`src/rtl/rca_multiword_seq.sv`:
```
`default_nettype none
// ============================================================================
// Module   : rca_multiword_seq
// Purpose  : W-bit (N*WORDS) add performed LSB-first over WORDS cycles on a
//            single N-bit ripple-carry adder, with valid/ready handshakes.
//            Optional macro RCA_SEQ_SUB_EN adds a 'sub' port (a - b).
// Revision : 1.0 - initial release
// ============================================================================

module rca_nbit #(
    parameter int N = 4
) (
    input  logic [N-1:0] a,
    input  logic [N-1:0] b,
    input  logic         c_in,
    output logic [N-1:0] s,
    output logic         c_out
);
    logic [N:0] w_c;

    assign w_c[0] = c_in;

    for (genvar i = 0; i < N; i++) begin : g_bit
        assign s[i]     = a[i] ^ b[i] ^ w_c[i];
        assign w_c[i+1] = (a[i] & b[i]) | (w_c[i] & (a[i] ^ b[i]));
    end

    assign c_out = w_c[N];
endmodule

module rca_multiword_seq #(
    parameter int N     = 4,
    parameter int WORDS = 4
) (
    input  logic               clk,
    input  logic               rst_n,
    input  logic               in_valid,
    output logic               in_ready,
    input  logic [N*WORDS-1:0] a,
    input  logic [N*WORDS-1:0] b,
    input  logic               c_in,
`ifdef RCA_SEQ_SUB_EN
    input  logic               sub,
`endif
    output logic               out_valid,
    input  logic               out_ready,
    output logic [N*WORDS-1:0] s,
    output logic               c_out,
    output logic               busy
);
    localparam int W     = N * WORDS;
    localparam int IDX_W = $clog2(WORDS);

    localparam logic [1:0] S_IDLE = 2'd0;
    localparam logic [1:0] S_ADD  = 2'd1;
    localparam logic [1:0] S_DONE = 2'd2;

    localparam logic [IDX_W-1:0] C_LAST = IDX_W'(WORDS - 1);
    localparam logic [IDX_W-1:0] C_ONE  = IDX_W'(1);

    logic [1:0]       r_state;
    logic [W-1:0]     r_a;
    logic [W-1:0]     r_b;
    logic             r_carry;
    logic [IDX_W-1:0] r_idx;
    logic [W-1:0]     r_s;
    logic             r_c_out;

    logic [N-1:0]     w_sum;
    logic             w_cout;
    logic [W-1:0]     w_b_in;
    logic             w_c_in;

    // Operands are shifted right each slice, so the adder always sees bits [N-1:0].
    rca_nbit #(.N(N)) u_rca (
        .a     (r_a[N-1:0]),
        .b     (r_b[N-1:0]),
        .c_in  (r_carry),
        .s     (w_sum),
        .c_out (w_cout)
    );

`ifdef RCA_SEQ_SUB_EN
    // Subtraction as a + ~b + 1; the forced carry-in replaces c_in.
    assign w_b_in = sub ? ~b : b;
    assign w_c_in = sub | c_in;
`else
    assign w_b_in = b;
    assign w_c_in = c_in;
`endif

    always_ff @(posedge clk or negedge rst_n) begin
        if (!rst_n) begin
            r_state <= S_IDLE;
            r_a     <= '0;
            r_b     <= '0;
            r_carry <= 1'b0;
            r_idx   <= '0;
            r_s     <= '0;
            r_c_out <= 1'b0;
        end else begin
            case (r_state)
                S_IDLE: begin
                    if (in_valid) begin
                        r_a     <= a;
                        r_b     <= w_b_in;
                        r_carry <= w_c_in;
                        r_idx   <= '0;
                        r_state <= S_ADD;
                    end
                end
                S_ADD: begin
                    r_s[r_idx*N +: N] <= w_sum;
                    r_carry           <= w_cout;
                    r_a               <= r_a >> N;
                    r_b               <= r_b >> N;
                    r_idx             <= r_idx + C_ONE;
                    if (r_idx == C_LAST) begin
                        r_c_out <= w_cout;
                        r_state <= S_DONE;
                    end
                end
                S_DONE: begin
                    if (out_ready) begin
                        r_state <= S_IDLE;
                    end
                end
                default: r_state <= S_IDLE;
            endcase
        end
    end

    assign in_ready  = (r_state == S_IDLE);
    assign out_valid = (r_state == S_DONE);
    assign busy      = (r_state == S_ADD) || (r_state == S_DONE);
    assign s         = r_s;
    assign c_out     = r_c_out;

endmodule
`default_nettype wire

```
`config.mk`:
```
export PLATFORM = sky130hd
export DESIGN_NAME = rca_multiword_seq
export DESIGN_NICKNAME = d
export VERILOG_FILES = /design/src/rtl/rca_multiword_seq.sv
export SDC_FILE = /design/constraint.sdc
export NUM_CORES = 1
export LEC_CHECK = 0
export ABC_AREA = 1
export BUFFER_PORTS_ARGS = -buffer_cell sky130_fd_sc_hd__buf_2
export CELL_PAD_IN_SITES_DETAIL_PLACEMENT = 1
export CELL_PAD_IN_SITES_GLOBAL_PLACEMENT = 1
export CORE_UTILIZATION = 40
export DETAILED_ROUTE_END_ITERATION = 16
export GPL_TIMING_DRIVEN = 0
export PLACE_DENSITY_LB_ADDON = 0.1
export SLEW_MARGIN = 20
export SYNTH_ARGS = -nofsm -noshare
export SYNTH_HDL_FRONTEND = slang
export SYNTH_HIERARCHICAL = 1
export SYNTH_SLANG_ARGS = --single-unit
```
`constraint.sdc`:
```
create_clock -name clk -period 2.9 [get_ports clk]
set_input_delay 0.29 -clock clk [delete_from_list [all_inputs] [get_ports clk]]
set_output_delay 0.29 -clock clk [all_outputs]
set_load 0.01 [all_outputs]
```
# --- Word-level counts from Yosys, hierarchy flattened ---
# Index checks and enable logic that the tools add are counted.
totals:
  reg_bits: 54
  wordCells: 56
op_classes:
  n_bitwise: 20
  addsub: 2
  muxes: 13
  n_eq_ne: 6
  shifts: 2
  n_reduce_logical: 6
ops:
  columns: ["operator", "count"]
  rows:
  - ["16-bit case mux with 2 select lines", 2]
  - ["4-bit negation with 34-bit output", 1]
  - ["4-bit by 34-bit variable shift with 16-bit output (first input constant)", 1]
  - ["4-bit by 34-bit indexed part select with 16-bit output", 1]
  - ["16-bit two-way mux", 2]
  - ["16-bit bitwise mux", 1]
  - ["1-bit AND", 8]
  - ["2-bit two-way mux", 4]
  - ["1-bit bitwise XOR", 8]
  - ["2-bit case mux with 3 select lines", 1]
  - ["2-bit equality test (second input constant)", 2]
  - ["2-bit != test (second input constant)", 2]
  - ["1-bit bitwise OR", 4]
  - ["2-bit case mux with 2 select lines", 1]
  - ["2-bit AND reduction", 2]
  - ["3-bit AND reduction", 1]
  - ["2-bit by 1-bit adder with 2-bit output (second input constant)", 1]
  - ["2-bit by 1-bit equality test with 1-bit output (second input constant)", 1]
  - ["2-bit logical NOT", 1]
  - ["2-bit by 1-bit != test with 1-bit output (second input constant)", 1]
  - ["1-bit case mux with 2 select lines", 1]
  - ["2-bit nonzero test", 1]
  - ["1-bit logical OR", 1]
  - ["1-bit two-way mux", 1]

# --- Logic depth before layout (Yosys ltp) ---
# Gate-level depths: netlist of the first run.
logic_depth:
  depth_word: 10
  mapped_depth: 12
  depth_no_buf: 12

# --- Cells and area by module ---
# Netlist of the first run, hierarchy kept.
by_module_without_submodules:
  columns: ["mod", "seq_area_each_um2", "area_per_inst_um2", "cells_each", "instances"]
  rows:
  - ["rca_multiword_seq", 1351.3, 2776.4, 353, 1]
  - ["rca_nbit", 0.0, 117.6, 14, 1]

# --- Worst setup path after synthesis of the first run ---
# OpenSTA, ideal clock, no wires.
synth_timing:
  kind: "reg2reg"
  start: "register r_a[0]"
  end: "register r_s[15] (netlist: s[15])"
  setup_slack_ns: 0.646
  setup_time_ns: 0.065
  required_ns: 2.835
  t_arrival_ns: 2.190
  path_stages_with_launch: 13
  n_path_buf: 0
  cell_sequence: "dfrtp_1 fa_1 inv_1 fa_1 inv_1 fa_1 inv_1 fa_1 inv_1 nand2_1 nor2_1 nand2_1 nand2_1"
synth_via:
  elab_chain_cells: 10
  word_cells_on_any_way: 14
  classes_between: "shift: 1; mux: 1; bitwise: 12"
synth_rtl:
  columns: ["item", "line", "text"]
  rows:
  - ["from (decl)", "62", "logic [W-1:0] r_a;"]
  - ["from (signal assigned)", "115", "r_a <= r_a >> N;"]
  - ["1-bit bitwise XOR", "25", "assign w_c[i+1] = (a[i] & b[i]) | (w_c[i] & (a[i] ^ b[i]));"]
  - ["1-bit AND", "25", null]
  - ["1-bit bitwise OR *", "25", null]
  - ["1-bit AND *", "25", null]
  - ["1-bit bitwise OR *", "25", null]
  - ["1-bit AND *", "25", null]
  - ["1-bit bitwise OR *", "25", null]
  - ["1-bit bitwise XOR *", "24", "assign s[i] = a[i] ^ b[i] ^ w_c[i];"]
  - ["net w_sum[3]", "69", "logic [N-1:0] w_sum;"]
  - ["4-bit by 34-bit indexed part select with 16-bit output *", "113", "r_s[r_idx*N +: N] <= w_sum;"]
  - ["16-bit bitwise mux *", "113", null]
  - ["to (signal, indexed assignment)", "113", null]
  - ["to (decl)", "66", "logic [W-1:0] r_s;"]
# The timed path passes the listed nets; every way through them passes the cells marked *.
# A chain may end at the register's enable or synchronous reset.

# --- Worst setup path after layout of the first run ---
# Same ends and word-level chain as after synthesis.

==> results of run 1 <==
## kinds of logic (layout without fill, tap and decap cells)
group                      after synthesis  in the layout
AOI/OAI and AO/OA                       27             27
DFF                                     54             54
and+or+nand+nor                        211            211
buffers and inverters                   63            127
adders and majority gates               12             12
## worst max-delay path: stages (launching register included)
cell                      delay, ns
sky130_fd_sc_hd__dfrtp_1       0.42
sky130_fd_sc_hd__fa_1          0.42
sky130_fd_sc_hd__inv_1         0.08
sky130_fd_sc_hd__fa_1          0.17
sky130_fd_sc_hd__inv_1         0.06
sky130_fd_sc_hd__fa_1          0.36
sky130_fd_sc_hd__inv_1         0.08
sky130_fd_sc_hd__fa_1          0.42
sky130_fd_sc_hd__inv_1         0.09
sky130_fd_sc_hd__nand2_1       0.07
sky130_fd_sc_hd__nor2_1        0.17
sky130_fd_sc_hd__nand2_1       0.08
sky130_fd_sc_hd__nand2_1       0.06
## metal layers
layer / part of all wire [%] / wire length (um)
met5: 0 / 0
met2: 53 / 3610
met1: 43 / 2960
met4: 1.0 / 68
met3: 2.8 / 188
## cell type report
type,instances,area share (%)
Inverter,48,5.32
Sequential cell,54,39.9
Timing Repair Buffer,56,8.35
Clock buffer,7,2.55
Clock inverter,1,0.148
Multi-Input combinational cell,250,36.8
Buffer,15,3.43
Tap cell,96,3.55
## flip-flops by register name, indices dropped and copies added (netlist names)
name / count
r_state: 2
r_idx: 2
r_b: 16
c_out: 1
r_carry: 1
r_a: 16
s: 16
## worst max-delay path by stage
stage / to / slack [ns] / cells after the start
2_1_floorplan: s[15] / 0.65 / 12
3_3_place_gp: s[15] / 0.45 / 12
3_5_place_dp: s[15] / 0.40 / 12
4_1_cts: s[15] / 0.35 / 12
5_1_grt: s[7] / 0.24 / 12
6_report: s[15] / 0.38 / 12
## placed cells by master, fill, tap and decap left out
cell	n
sky130_fd_sc_hd__nand3_1	42
sky130_fd_sc_hd__nor3_2	1
sky130_fd_sc_hd__inv_2	1
sky130_fd_sc_hd__buf_8	1
sky130_fd_sc_hd__buf_2	61
sky130_fd_sc_hd__buf_6	4
sky130_fd_sc_hd__ha_1	8
sky130_fd_sc_hd__nor2_1	6
sky130_fd_sc_hd__nand2_1	150
sky130_fd_sc_hd__o21ai_0	21
sky130_fd_sc_hd__nor2_4	4
sky130_fd_sc_hd__nand2_4	6
sky130_fd_sc_hd__clkinv_2	1
sky130_fd_sc_hd__nand4_1	2
sky130_fd_sc_hd__clkbuf_8	6
sky130_fd_sc_hd__dfrtp_1	54
sky130_fd_sc_hd__buf_4	4
sky130_fd_sc_hd__inv_1	47
sky130_fd_sc_hd__o21ai_1	6
sky130_fd_sc_hd__fa_1	4
sky130_fd_sc_hd__clkbuf_1	2
## metrics by stage
stage	worst slack, ns	power [uW]	instances	hold WS [ns]	area, um2
2_1_floorplan	0.646	2540	367	-0.00559	2890
3_3_place_gp	0.451	3020	519	0.457	3290
3_5_place_dp	0.401	3090	519	0.387	3300
4_1_cts	0.349	3540	527	0.0494	3390
5_1_grt	0.244	3820	527	0.0767	3390
6_report	0.384	3470	527	0.0324	3390
## power breakdown
| group | internal, uW | leakage (uW) | total (uW) | switching, uW |
|---|---|---|---|---|
| clock | 193 | 0.0000482 | 429 | 236 |
| combinational | 656 | 0.00124 | 1800 | 1140 |
| sequential | 1060 | 0.000704 | 1250 | 184 |
==> impl_metrics.xml, run 1 <==
<?xml version="1.0" encoding="UTF-8"?>
<metrics>
  <group name="run_status">
    <metric name="outcome" unit="">completed</metric>
  </group>
  <group name="synth">
    <metric name="synth_top_family_by_area" unit="">simple AND/OR/NAND/NOR gates</metric>
    <metric name="synth_top_area_cell" unit="">sky130_fd_sc_hd__dfrtp_1</metric>
    <metric name="seq_area_frac_synth" unit="%">46.7</metric>
    <metric name="synth.cells.most_frequent" unit="">150 x sky130_fd_sc_hd__nand2_1, 54 x sky130_fd_sc_hd__dfrtp_1, 47 x sky130_fd_sc_hd__inv_1, 42 x sky130_fd_sc_hd__nand3_1, 21 x sky130_fd_sc_hd__o21ai_0</metric>
    <metric name="synth-simple-area-share" unit="%">32.2</metric>
    <metric name="synthXorXnorAreaFrac" unit="%">0</metric>
    <metric name="yosysTopAreaCellShare" unit="%">46.7</metric>
    <metric name="post_synth_fa_ha_maj_area_fraction" unit="%">6.23</metric>
    <metric name="postSynthRegisterBits" unit="">54</metric>
    <metric name="post_synth_mux_area_share" unit="%">0</metric>
    <metric name="post_synth_num_cell_types" unit="">19</metric>
    <metric name="ys.warnings.count" unit="">6</metric>
    <metric name="post_synth.cell_area_avg" unit="um2">7.89</metric>
    <metric name="synth_area" unit="um2">2890</metric>
    <metric name="mappedNetlistNets" unit="">416</metric>
    <metric name="post_synthesis_compound_gate_area_fraction" unit="%">4.67</metric>
    <metric name="yosys-top-cells-area" unit="">sky130_fd_sc_hd__dfrtp_1 47%, sky130_fd_sc_hd__nand2_1 19%, sky130_fd_sc_hd__nand3_1 7.3%, sky130_fd_sc_hd__inv_1 6.1%, sky130_fd_sc_hd__o21ai_0 3.6%</metric>
    <metric name="synth.most_common_cell" unit="">sky130_fd_sc_hd__nand2_1</metric>
    <metric name="number_of_cells_produced_by_synthesis" unit="">367</metric>
    <metric name="synth-edff-count" unit="">0</metric>
    <metric name="async_flop_share" unit="%">100</metric>
    <metric name="synth_flop_cell" unit="">sky130_fd_sc_hd__dfrtp_1</metric>
  </group>
  <group name="clocking">
    <metric name="cts_buffer_depth" unit="">2</metric>
    <metric name="cts.sink_count" unit="">54</metric>
    <metric name="cts-resized-gates" unit="">0</metric>
    <metric name="clk_latency" unit="ns">0.30</metric>
    <metric name="numCtsBuffers" unit="">5</metric>
    <metric name="postCtsSetupRepairBufs" unit="">0</metric>
    <metric name="cts_max_level" unit="">2</metric>
    <metric name="cts_tree" unit="">yes</metric>
    <metric name="holdBufCountCts" unit="">0</metric>
    <metric name="worst_setup_hold_path_clk_slew" unit="ns">0.09</metric>
    <metric name="cts.root.buffer_cell" unit="">sky130_fd_sc_hd__clkbuf_8</metric>
  </group>
  <group name="drt">
    <metric name="first_pass_iters" unit="">5</metric>
    <metric name="wl_per_cell" unit="um">12.9</metric>
    <metric name="detail_route.iter0.violations" unit="">128</metric>
    <metric name="viasPerCell" unit="">4.78</metric>
    <metric name="vias" unit="">2519</metric>
    <metric name="drc" unit="">0</metric>
    <metric name="wl" unit="um">6820</metric>
    <metric name="ant_nets" unit="">0</metric>
  </group>
  <group name="setup_path">
    <metric name="timing.setup.critical_path_class" unit="">flip-flop to flip-flop</metric>
    <metric name="cp_max_fo" unit="">2</metric>
    <metric name="timing.critical_path.required" unit="ns">3.15</metric>
    <metric name="worst_setup_path_start_kind" unit="">flip-flop</metric>
    <metric name="timing.critical_path.arrival" unit="ns">2.77</metric>
    <metric name="worst_reg2reg_path_startpoint" unit="">r_a[0]</metric>
    <metric name="critPathCaptureType" unit="">flip-flop</metric>
    <metric name="r2r_depth" unit="">12</metric>
    <metric name="worst_setup_path_startpoint" unit="">r_a[0]</metric>
    <metric name="crit-reg2reg-capture" unit="">s[15]</metric>
    <metric name="timing.reg2reg.setup_slack" unit="ns">0.38</metric>
  </group>
  <group name="floorplan">
    <metric name="area_of_the_placeable_core" unit="um2">6910</metric>
    <metric name="die-width" unit="um">87.1</metric>
    <metric name="die_area" unit="um2">7580</metric>
    <metric name="boundaryPins" unit="">57</metric>
    <metric name="die_h" unit="um">87.1</metric>
    <metric name="row_count" unit="">30</metric>
    <metric name="initial_utilization" unit="%">41.9</metric>
  </group>
  <group name="layout">
    <metric name="sequential_cell_area" unit="um2">1350</metric>
    <metric name="final.fill_count" unit="">910</metric>
    <metric name="antenna_cells" unit="">0</metric>
    <metric name="post_route_cells_drive_above_1_share" unit="%">20.6</metric>
    <metric name="multi_input_logic_area" unit="um2">1250</metric>
    <metric name="layout.nets" unit="">479</metric>
    <metric name="area_growth" unit="%">17.1</metric>
    <metric name="fin_util" unit="%">49.1</metric>
  </group>
  <group name="sta">
    <metric name="hold_violations" unit="">0</metric>
    <metric name="max_clock_freq" unit="MHz">397</metric>
    <metric name="tightest_slew" unit="ns">0.698</metric>
    <metric name="setup-violations-final" unit="">0</metric>
    <metric name="layout_min_cycle_time" unit="ns">2.52</metric>
    <metric name="post_route_fraction_of_the_period_consumed_by_the_critical_path" unit="%">86.8</metric>
    <metric name="number_of_slew_limit_violations_in_the_final_report" unit="">0</metric>
    <metric name="fin_tns_setup" unit="ns">0</metric>
    <metric name="slew_headroom" unit="%">53.5</metric>
    <metric name="timing.clock.skew" unit="ns">0.00463</metric>
    <metric name="grt_setup_unrepaired" unit="">no</metric>
  </group>
  <group name="hold_path">
    <metric name="worst_min_delay_path_class" unit="">input port to async pin</metric>
  </group>
  <group name="global_routing">
    <metric name="grt-busiest-layer" unit="">met2</metric>
    <metric name="grt_use_met3" unit="%">2.65</metric>
    <metric name="grt-ovfl-total" unit="">0</metric>
    <metric name="grt_util_met1" unit="%">24.3</metric>
    <metric name="use_met2" unit="%">38.8</metric>
    <metric name="first_global_vias" unit="">2634</metric>
    <metric name="grt_antenna_before_repair" unit="">0</metric>
    <metric name="grt_pass1_wl" unit="um">12100</metric>
    <metric name="grt_start_max_net_pins" unit="">55</metric>
    <metric name="grtUsageTotal" unit="%">20.5</metric>
  </group>
  <group name="power">
    <metric name="power.density" unit="nW/um2">1020</metric>
    <metric name="vdd_ir_drop_max" unit="mV">0.332</metric>
    <metric name="power.leakage" unit="uW">0.00200</metric>
  </group>
  <group name="place">
    <metric name="place_congestion" unit="">0.779</metric>
    <metric name="numPortBuffers" unit="">56</metric>
    <metric name="detailed_place_hpwl" unit="um">5090</metric>
  </group>
  <group name="run">
    <metric name="cap_viol_max_count" unit="">0</metric>
  </group>
</metrics>
No activity file was read; power rests on OpenSTA's default activity.
==> run 2, diff against run 1 <==
- SYNTH_HIERARCHICAL: 1 -> not set
==> run 2 against run 1 <==
- fmax decreased by 5.0%
- wire length decreased by 1.3%
- combinational power about the same
- synthesized cell count decreased by 4.9%
- global-route usage decreased by 0.17 points
- clock-buffer cell count decreased by 1
- critical path type unchanged
- cell area decreased by 2.8%
- clock power decreased by 4.9%
==> impl_metrics.xml, run 2 <==
<?xml version="1.0" encoding="UTF-8"?>
<metrics>
  <group name="hold_path">
    <metric name="worst_min_delay_path_class" unit="">input port to async pin</metric>
  </group>
  <group name="setup_path">
    <metric name="crit_path_max_incr_delay" unit="ns">0.53</metric>
    <metric name="cp_max_fo" unit="">2</metric>
    <metric name="timing.critical_path.arrival" unit="ns">2.88</metric>
    <metric name="worst_setup_path_start_kind" unit="">flip-flop</metric>
    <metric name="r2r_depth" unit="">8</metric>
    <metric name="timing.setup.critical_path_class" unit="">flip-flop to flip-flop</metric>
    <metric name="crit_slowest_cell" unit="">sky130_fd_sc_hd__fa_1</metric>
    <metric name="critPathCaptureType" unit="">flip-flop</metric>
    <metric name="crit_top_cell" unit="">sky130_fd_sc_hd__fa_1</metric>
    <metric name="timing.critical_path.cells" unit="">fa_1, fa_1, fa_1, fa_1, inv_1, nor2_1, nand2_1, o21ai_0</metric>
    <metric name="timing.critical_path.required" unit="ns">3.14</metric>
  </group>
  <group name="drt">
    <metric name="detail_route.iter0.violations" unit="">102</metric>
    <metric name="wl" unit="um">6740</metric>
    <metric name="wl_per_cell" unit="um">13.3</metric>
    <metric name="ant_nets" unit="">0</metric>
    <metric name="first_pass_iters" unit="">4</metric>
    <metric name="drc" unit="">0</metric>
    <metric name="viasPerCell" unit="">4.78</metric>
    <metric name="vias" unit="">2428</metric>
  </group>
  <group name="run">
    <metric name="cap_viol_max_count" unit="">0</metric>
  </group>
  <group name="run_status">
    <metric name="outcome" unit="">completed</metric>
  </group>
  <group name="sta">
    <metric name="layout_min_cycle_time" unit="ns">2.65</metric>
    <metric name="slew_headroom" unit="%">53.5</metric>
    <metric name="number_of_slew_limit_violations_in_the_final_report" unit="">0</metric>
    <metric name="post_route_fraction_of_the_period_consumed_by_the_critical_path" unit="%">91.3</metric>
    <metric name="max_clock_freq" unit="MHz">378</metric>
    <metric name="setup-violations-final" unit="">0</metric>
    <metric name="grt_setup_unrepaired" unit="">no</metric>
    <metric name="timing.clock.skew" unit="ns">0.00641</metric>
    <metric name="hold_violations" unit="">0</metric>
    <metric name="tightest_slew" unit="ns">0.697</metric>
    <metric name="fin_tns_setup" unit="ns">0</metric>
  </group>
  <group name="synth">
    <metric name="post_synth_num_cell_types" unit="">20</metric>
    <metric name="seq_area_frac_synth" unit="%">48.1</metric>
    <metric name="yosysTopAreaCellShare" unit="%">48.1</metric>
    <metric name="mappedNetlistNets" unit="">399</metric>
    <metric name="synth_top_area_cell" unit="">sky130_fd_sc_hd__dfrtp_1</metric>
    <metric name="synth.cells.most_frequent" unit="">176 x sky130_fd_sc_hd__nand2_1, 54 x sky130_fd_sc_hd__dfrtp_1, 42 x sky130_fd_sc_hd__nand3_1, 14 x sky130_fd_sc_hd__inv_1, 11 x sky130_fd_sc_hd__o21ai_0</metric>
    <metric name="post_synth.cell_area_avg" unit="um2">8.05</metric>
    <metric name="synth_area" unit="um2">2810</metric>
    <metric name="postSynthRegisterBits" unit="">54</metric>
    <metric name="synth.most_common_cell" unit="">sky130_fd_sc_hd__nand2_1</metric>
    <metric name="ys.warnings.count" unit="">0</metric>
    <metric name="synth-edff-count" unit="">0</metric>
    <metric name="number_of_cells_produced_by_synthesis" unit="">349</metric>
    <metric name="yosys-top-cells-area" unit="">sky130_fd_sc_hd__dfrtp_1 48%, sky130_fd_sc_hd__nand2_1 24%, sky130_fd_sc_hd__nand3_1 7.5%, sky130_fd_sc_hd__ha_1 4.0%, sky130_fd_sc_hd__fa_1 2.9%</metric>
    <metric name="synth_flop_cell" unit="">sky130_fd_sc_hd__dfrtp_1</metric>
    <metric name="async_flop_share" unit="%">100</metric>
  </group>
  <group name="clocking">
    <metric name="holdBufCountCts" unit="">0</metric>
    <metric name="cts_max_level" unit="">2</metric>
    <metric name="postCtsSetupRepairBufs" unit="">0</metric>
    <metric name="cts-resized-gates" unit="">0</metric>
    <metric name="numCtsBuffers" unit="">5</metric>
    <metric name="cts.root.buffer_cell" unit="">sky130_fd_sc_hd__clkbuf_8</metric>
    <metric name="cts.sink_count" unit="">54</metric>
    <metric name="cts_tree" unit="">yes</metric>
    <metric name="cts_buffer_depth" unit="">2</metric>
    <metric name="worst_setup_hold_path_clk_slew" unit="ns">0.09</metric>
    <metric name="clk_latency" unit="ns">0.31</metric>
  </group>
  <group name="global_routing">
    <metric name="grtUsageTotal" unit="%">20.4</metric>
    <metric name="grt_pass1_wl" unit="um">11700</metric>
    <metric name="grt_antenna_before_repair" unit="">0</metric>
    <metric name="grt_start_max_net_pins" unit="">55</metric>
    <metric name="first_global_vias" unit="">2497</metric>
    <metric name="grt-ovfl-total" unit="">0</metric>
  </group>
  <group name="floorplan">
    <metric name="initial_utilization" unit="%">41.3</metric>
    <metric name="die_area" unit="um2">7360</metric>
    <metric name="die-width" unit="um">85.8</metric>
    <metric name="area_of_the_placeable_core" unit="um2">6790</metric>
    <metric name="die_h" unit="um">85.8</metric>
    <metric name="row_count" unit="">30</metric>
    <metric name="boundaryPins" unit="">57</metric>
  </group>
  <group name="place">
    <metric name="dpl_cell_area" unit="um2">3210</metric>
    <metric name="place_congestion" unit="">0.758</metric>
    <metric name="numPortBuffers" unit="">56</metric>
    <metric name="detailed_place_hpwl" unit="um">4990</metric>
  </group>
  <group name="layout">
    <metric name="fin_area" unit="um2">3290</metric>
    <metric name="most-common-layout-cells" unit="">176 x sky130_fd_sc_hd__nand2_1, 63 x sky130_fd_sc_hd__buf_2, 54 x sky130_fd_sc_hd__dfrtp_1</metric>
    <metric name="antenna_cells" unit="">0</metric>
    <metric name="layout.nets" unit="">462</metric>
    <metric name="final_common_cell" unit="">sky130_fd_sc_hd__nand2_1</metric>
    <metric name="area_growth" unit="%">17.2</metric>
    <metric name="post_route_cells_drive_above_1_share" unit="%">21.6</metric>
  </group>
  <group name="power">
    <metric name="power.density" unit="nW/um2">1060</metric>
    <metric name="power.leakage" unit="uW">0.00188</metric>
    <metric name="vdd_ir_drop_max" unit="mV">0.413</metric>
  </group>
</metrics>
run 2: worst max-delay path: cells and delay by family (launching register included):
kind	cells	cell delay, ns
AO/OA/AOI/OAI	1	0.15
adder cells (fa/ha/maj)	4	1.75
buffers and inverters	1	0.05
flip-flops	1	0.42
AND/OR/NAND/NOR	2	0.21
run 2: power breakdown:
group | internal (uW) | switching (uW)
clock | 166 | 242
sequential | 1070 | 194
combinational | 667 | 1140
total | 1900 | 1580
run 2: kinds of logic (layout without fill, tap and decap cells):
logic type / Yosys count / count (layout) / share of synthesized area, %
DFF: 54 / 54 / 48.1
and+or+nand+nor: 239 / 239 / 36.7
AOI/OAI and AO/OA: 11 / 11 / 1.96
buffers and inverters: 32 / 95 / 6.37
adders and majority gates: 13 / 13 / 6.86
run 2: area by class of cell:
type | instances | area (um2)
plain buffers | 17 | 123
multi-input cells | 263 | 1280
clock inverters | 1 | 7.51
well taps | 96 | 120
repair buffers | 56 | 283
fillers | 870 | 3500
inverters | 15 | 56.3
clock buffers | 6 | 72.6
flip-flops and latches | 54 | 1350
run 2: per-layer routing:
layer  GRT usage (%)  vias up  part of all wire, %
li1                -     1222                    -
met1            25.6     1152                   44
met2            36.8       47                   51
met3            3.56        7                  3.4
met4            4.24        0                  1.1
met5               0        -                    0
run 2: through the flow:
stage	utilization (%)	cells	total power, uW	setup WS (ns)	hold WS (ns)
after floorplan	-	349	2560	0.427	-0.00559
after detailed placement	47.3	501	3120	0.249	0.391
after CTS	48.5	508	3540	0.231	0.0419
final	48.5	508	3480	0.252	0.00919
after global placement	47.2	501	3060	0.277	0.457
after global routing	48.5	508	3860	0.0711	0.0643
run 2: path summary, 6_finish.rpt:
check | from | to | slack [ns]
min | rst_n | s[12] | 0.009
min in group clk | b[14] | r_b[14] | 0.20
min reg2reg | s[11] | s[11] | 0.48
max in group asynchronous | rst_n | r_a[14] | 2.42
max | r_a[0] | s[15] | 0.25
max reg2reg | r_a[0] | s[15] | 0.25
==> run 3, diff against run 2 <==
- CORE_UTILIZATION: 40 -> 35
- CTS_BUF_LIST: not set -> sky130_fd_sc_hd__clkbuf_4
==> run 3 against run 2 <==
- critical endpoint is now s[7]
- via count decreased by 0.45%
- die area increased by 14%
- largest cell class unchanged
- wire length increased by 5.7%
- combinational power about the same
- sequential share of layout area decreased by 0.31 points
- final cell count increased by 1.8%
- core utilization decreased by 5.5 points
==> impl_metrics.xml, run 3 (same netlist as run 2, synthesis figures left out) <==
<?xml version="1.0" encoding="UTF-8"?>
<metrics>
  <group name="clocking">
    <metric name="clk_latency" unit="ns">0.38</metric>
    <metric name="cts_tree" unit="">yes</metric>
    <metric name="cts_max_level" unit="">2</metric>
    <metric name="cts.root.buffer_cell" unit="">sky130_fd_sc_hd__clkbuf_4</metric>
    <metric name="cts.sink_count" unit="">54</metric>
    <metric name="cts_buffer_depth" unit="">2</metric>
    <metric name="numCtsBuffers" unit="">5</metric>
    <metric name="worst_setup_hold_path_clk_slew" unit="ns">0.16</metric>
  </group>
  <group name="setup_path">
    <metric name="timing.critical_path.required" unit="ns">3.20</metric>
    <metric name="cp.depth" unit="">8</metric>
    <metric name="timing.setup.critical_path_class" unit="">flip-flop to flip-flop</metric>
    <metric name="crit_path_max_incr_delay" unit="ns">0.53</metric>
    <metric name="r2r_depth" unit="">8</metric>
    <metric name="worst_setup_path_startpoint" unit="">r_a[0]</metric>
    <metric name="cp_max_fo" unit="">2</metric>
    <metric name="worst_path_dominant_cell_family" unit="">adder cells</metric>
    <metric name="crit_top_cell" unit="">sky130_fd_sc_hd__fa_1</metric>
    <metric name="critPathCaptureType" unit="">flip-flop</metric>
    <metric name="worst_setup_path_start_kind" unit="">flip-flop</metric>
    <metric name="crit_buf_inv" unit="">1</metric>
    <metric name="crit_slowest_cell" unit="">sky130_fd_sc_hd__fa_1</metric>
    <metric name="timing.critical_path.arrival" unit="ns">2.99</metric>
    <metric name="timing.critical_path.cells" unit="">fa_1, fa_1, fa_1, fa_1, inv_1, nor2_2, nand2_1, o21ai_0</metric>
    <metric name="crit-reg2reg-capture" unit="">s[7]</metric>
    <metric name="critical_path.endpoint" unit="">s[7]</metric>
    <metric name="timing.reg2reg.setup_slack" unit="ns">0.20</metric>
    <metric name="worst_reg2reg_path_startpoint" unit="">r_a[0]</metric>
  </group>
  <group name="sta">
    <metric name="hold_violations" unit="">0</metric>
    <metric name="setup-violations-final" unit="">0</metric>
    <metric name="slew_headroom" unit="%">53.0</metric>
    <metric name="fin_tns_setup" unit="ns">0</metric>
    <metric name="tightest_slew" unit="ns">0.705</metric>
    <metric name="max_clock_freq" unit="MHz">371</metric>
    <metric name="layout_min_cycle_time" unit="ns">2.70</metric>
    <metric name="grt_setup_unrepaired" unit="">no</metric>
    <metric name="number_of_slew_limit_violations_in_the_final_report" unit="">0</metric>
    <metric name="post_route_fraction_of_the_period_consumed_by_the_critical_path" unit="%">93.0</metric>
    <metric name="timing.clock.skew" unit="ns">0.0122</metric>
  </group>
  <group name="global_routing">
    <metric name="grt_antenna_before_repair" unit="">0</metric>
    <metric name="grtUsageTotal" unit="%">18.5</metric>
    <metric name="first_global_vias" unit="">2478</metric>
    <metric name="grt_start_max_net_pins" unit="">55</metric>
    <metric name="grt_pass1_wl" unit="um">12100</metric>
    <metric name="grt-ovfl-total" unit="">0</metric>
  </group>
  <group name="place">
    <metric name="numPortBuffers" unit="">56</metric>
    <metric name="place_inst" unit="">507</metric>
    <metric name="detailed_place_hpwl" unit="um">5250</metric>
    <metric name="place_congestion" unit="">0.699</metric>
  </group>
  <group name="layout">
    <metric name="layout.nets" unit="">464</metric>
    <metric name="post_route_cells_drive_above_1_share" unit="%">22.4</metric>
    <metric name="final.fill_count" unit="">967</metric>
    <metric name="sequential_cell_area" unit="um2">1350</metric>
    <metric name="area_growth" unit="%">18.1</metric>
    <metric name="multi_input_logic_area" unit="um2">1280</metric>
    <metric name="layout.cells.non_filler" unit="">517</metric>
    <metric name="fin_util" unit="%">42.9</metric>
    <metric name="antenna_cells" unit="">0</metric>
    <metric name="final_common_cell" unit="">sky130_fd_sc_hd__nand2_1</metric>
    <metric name="most-common-layout-cells" unit="">176 x sky130_fd_sc_hd__nand2_1, 63 x sky130_fd_sc_hd__buf_2, 54 x sky130_fd_sc_hd__dfrtp_1</metric>
  </group>
  <group name="run">
    <metric name="cap_viol_max_count" unit="">0</metric>
  </group>
  <group name="power">
    <metric name="vdd_ir_drop_max" unit="mV">0.388</metric>
    <metric name="p_clk_share" unit="%">12.0</metric>
    <metric name="power.internal" unit="uW">1930</metric>
    <metric name="share_seq_of_total_power" unit="%">36.0</metric>
    <metric name="netSwitchingFraction" unit="%">45.5</metric>
    <metric name="comb_power_share" unit="%">52.0</metric>
    <metric name="power.leakage" unit="uW">0.00190</metric>
    <metric name="power.density" unit="nW/um2">1070</metric>
    <metric name="net-switching-power" unit="uW">1610</metric>
  </group>
  <group name="drt">
    <metric name="route.met3.wl" unit="um">202</metric>
    <metric name="detail_route.iter0.violations" unit="">69</metric>
    <metric name="first_pass_iters" unit="">4</metric>
    <metric name="viasPerCell" unit="">4.68</metric>
    <metric name="met2RoutedLength" unit="um">3310</metric>
    <metric name="route.top_layer_used" unit="">met4</metric>
    <metric name="drt-met1-wl" unit="um">3550</metric>
    <metric name="vias" unit="">2417</metric>
    <metric name="drc" unit="">0</metric>
    <metric name="ant_nets" unit="">0</metric>
    <metric name="wl" unit="um">7120</metric>
    <metric name="wl_per_cell" unit="um">13.8</metric>
  </group>
  <group name="floorplan">
    <metric name="area_of_the_placeable_core" unit="um2">7730</metric>
    <metric name="row_count" unit="">32</metric>
    <metric name="die_h" unit="um">91.6</metric>
    <metric name="die-width" unit="um">91.6</metric>
    <metric name="initial_utilization" unit="%">36.4</metric>
    <metric name="boundaryPins" unit="">57</metric>
    <metric name="die_area" unit="um2">8390</metric>
  </group>
  <group name="hold_path">
    <metric name="worst_min_delay_path_class" unit="">input port to flip-flop</metric>
  </group>
  <group name="run_status">
    <metric name="outcome" unit="">completed</metric>
  </group>
</metrics>
run 3: cell count changes in the layout (fill, tap and decap cells not counted), sizes merged:
cell	delta
clkbuf	-1
clkinvlp	-1
buf	+1
clkinv	+2
bufinv	+1
dlygate4sd3	+1
run 3: final cells by class:
cell class                 instances  share of cell area, %
buffer                            17                   3.70
clock buffer                       5                   1.13
sequential                        54                   40.7
clock inverter                     3                   1.21
multi-input combinational        263                   38.6
inverter                          15                   1.70
timing repair buffer              58                   9.05
tap                              102                   3.85
run 3: layer usage:
layer / vias up / global-route usage [%]
met5: - / 0
met4: 0 / 3.97
met3: 4 / 3.02
met2: 33 / 30.3
met1: 1153 / 25.6
li1: 1227 / -
run 3: how the worst min path moves through the flow:
stage | startpoint | to | slack (ns) | cells after the start
floorplan | rst_n | c_out | -0.006 | 0
global route | b[14] | r_b[14] | 0.11 | 3
finish | b[12] | r_b[12] | 0.12 | 3
global placement | s[3] | s[3] | 0.46 | 2
CTS | b[14] | r_b[14] | 0.11 | 3
detailed placement | rst_n | s[11] | 0.39 | 1
run 3: power groups by stage:
stage / clock (uW) / combinational (uW) / sequential [uW]
floorplan: 0 / 1270 / 1290
CTS: 443 / 1860 / 1280
finish: 424 / 1840 / 1270
global placement: 0 / 1810 / 1280
detailed placement: 0 / 1850 / 1300
global route: 466 / 2120 / 1310
run 3: tightest hold or removal path, cell delays in order:
cell	delay [ns]
sky130_fd_sc_hd__buf_2	0.10
sky130_fd_sc_hd__nand3_2	0.06
sky130_fd_sc_hd__nand2_1	0.04
run 3: what timing repair did:
action	in CTS	in global routing
gates resized for setup	0	2
setup endpoints to repair	0	2
hold endpoints to repair	54	0
buffers inserted	0	1
hold buffers	1	0
run 3: metrics by stage:
step                total power [uW]  hold WS [ns]  setup slack, ns  instance area (um2)
floorplan                       2560      -0.00559            0.427                 2810
global placement                3090         0.459            0.226                 3220
detailed placement              3150         0.395            0.157                 3220
CTS                             3580         0.110            0.130                 3310
global route                    3900         0.109           0.0531                 3320
finish                          3530         0.121            0.204                 3320
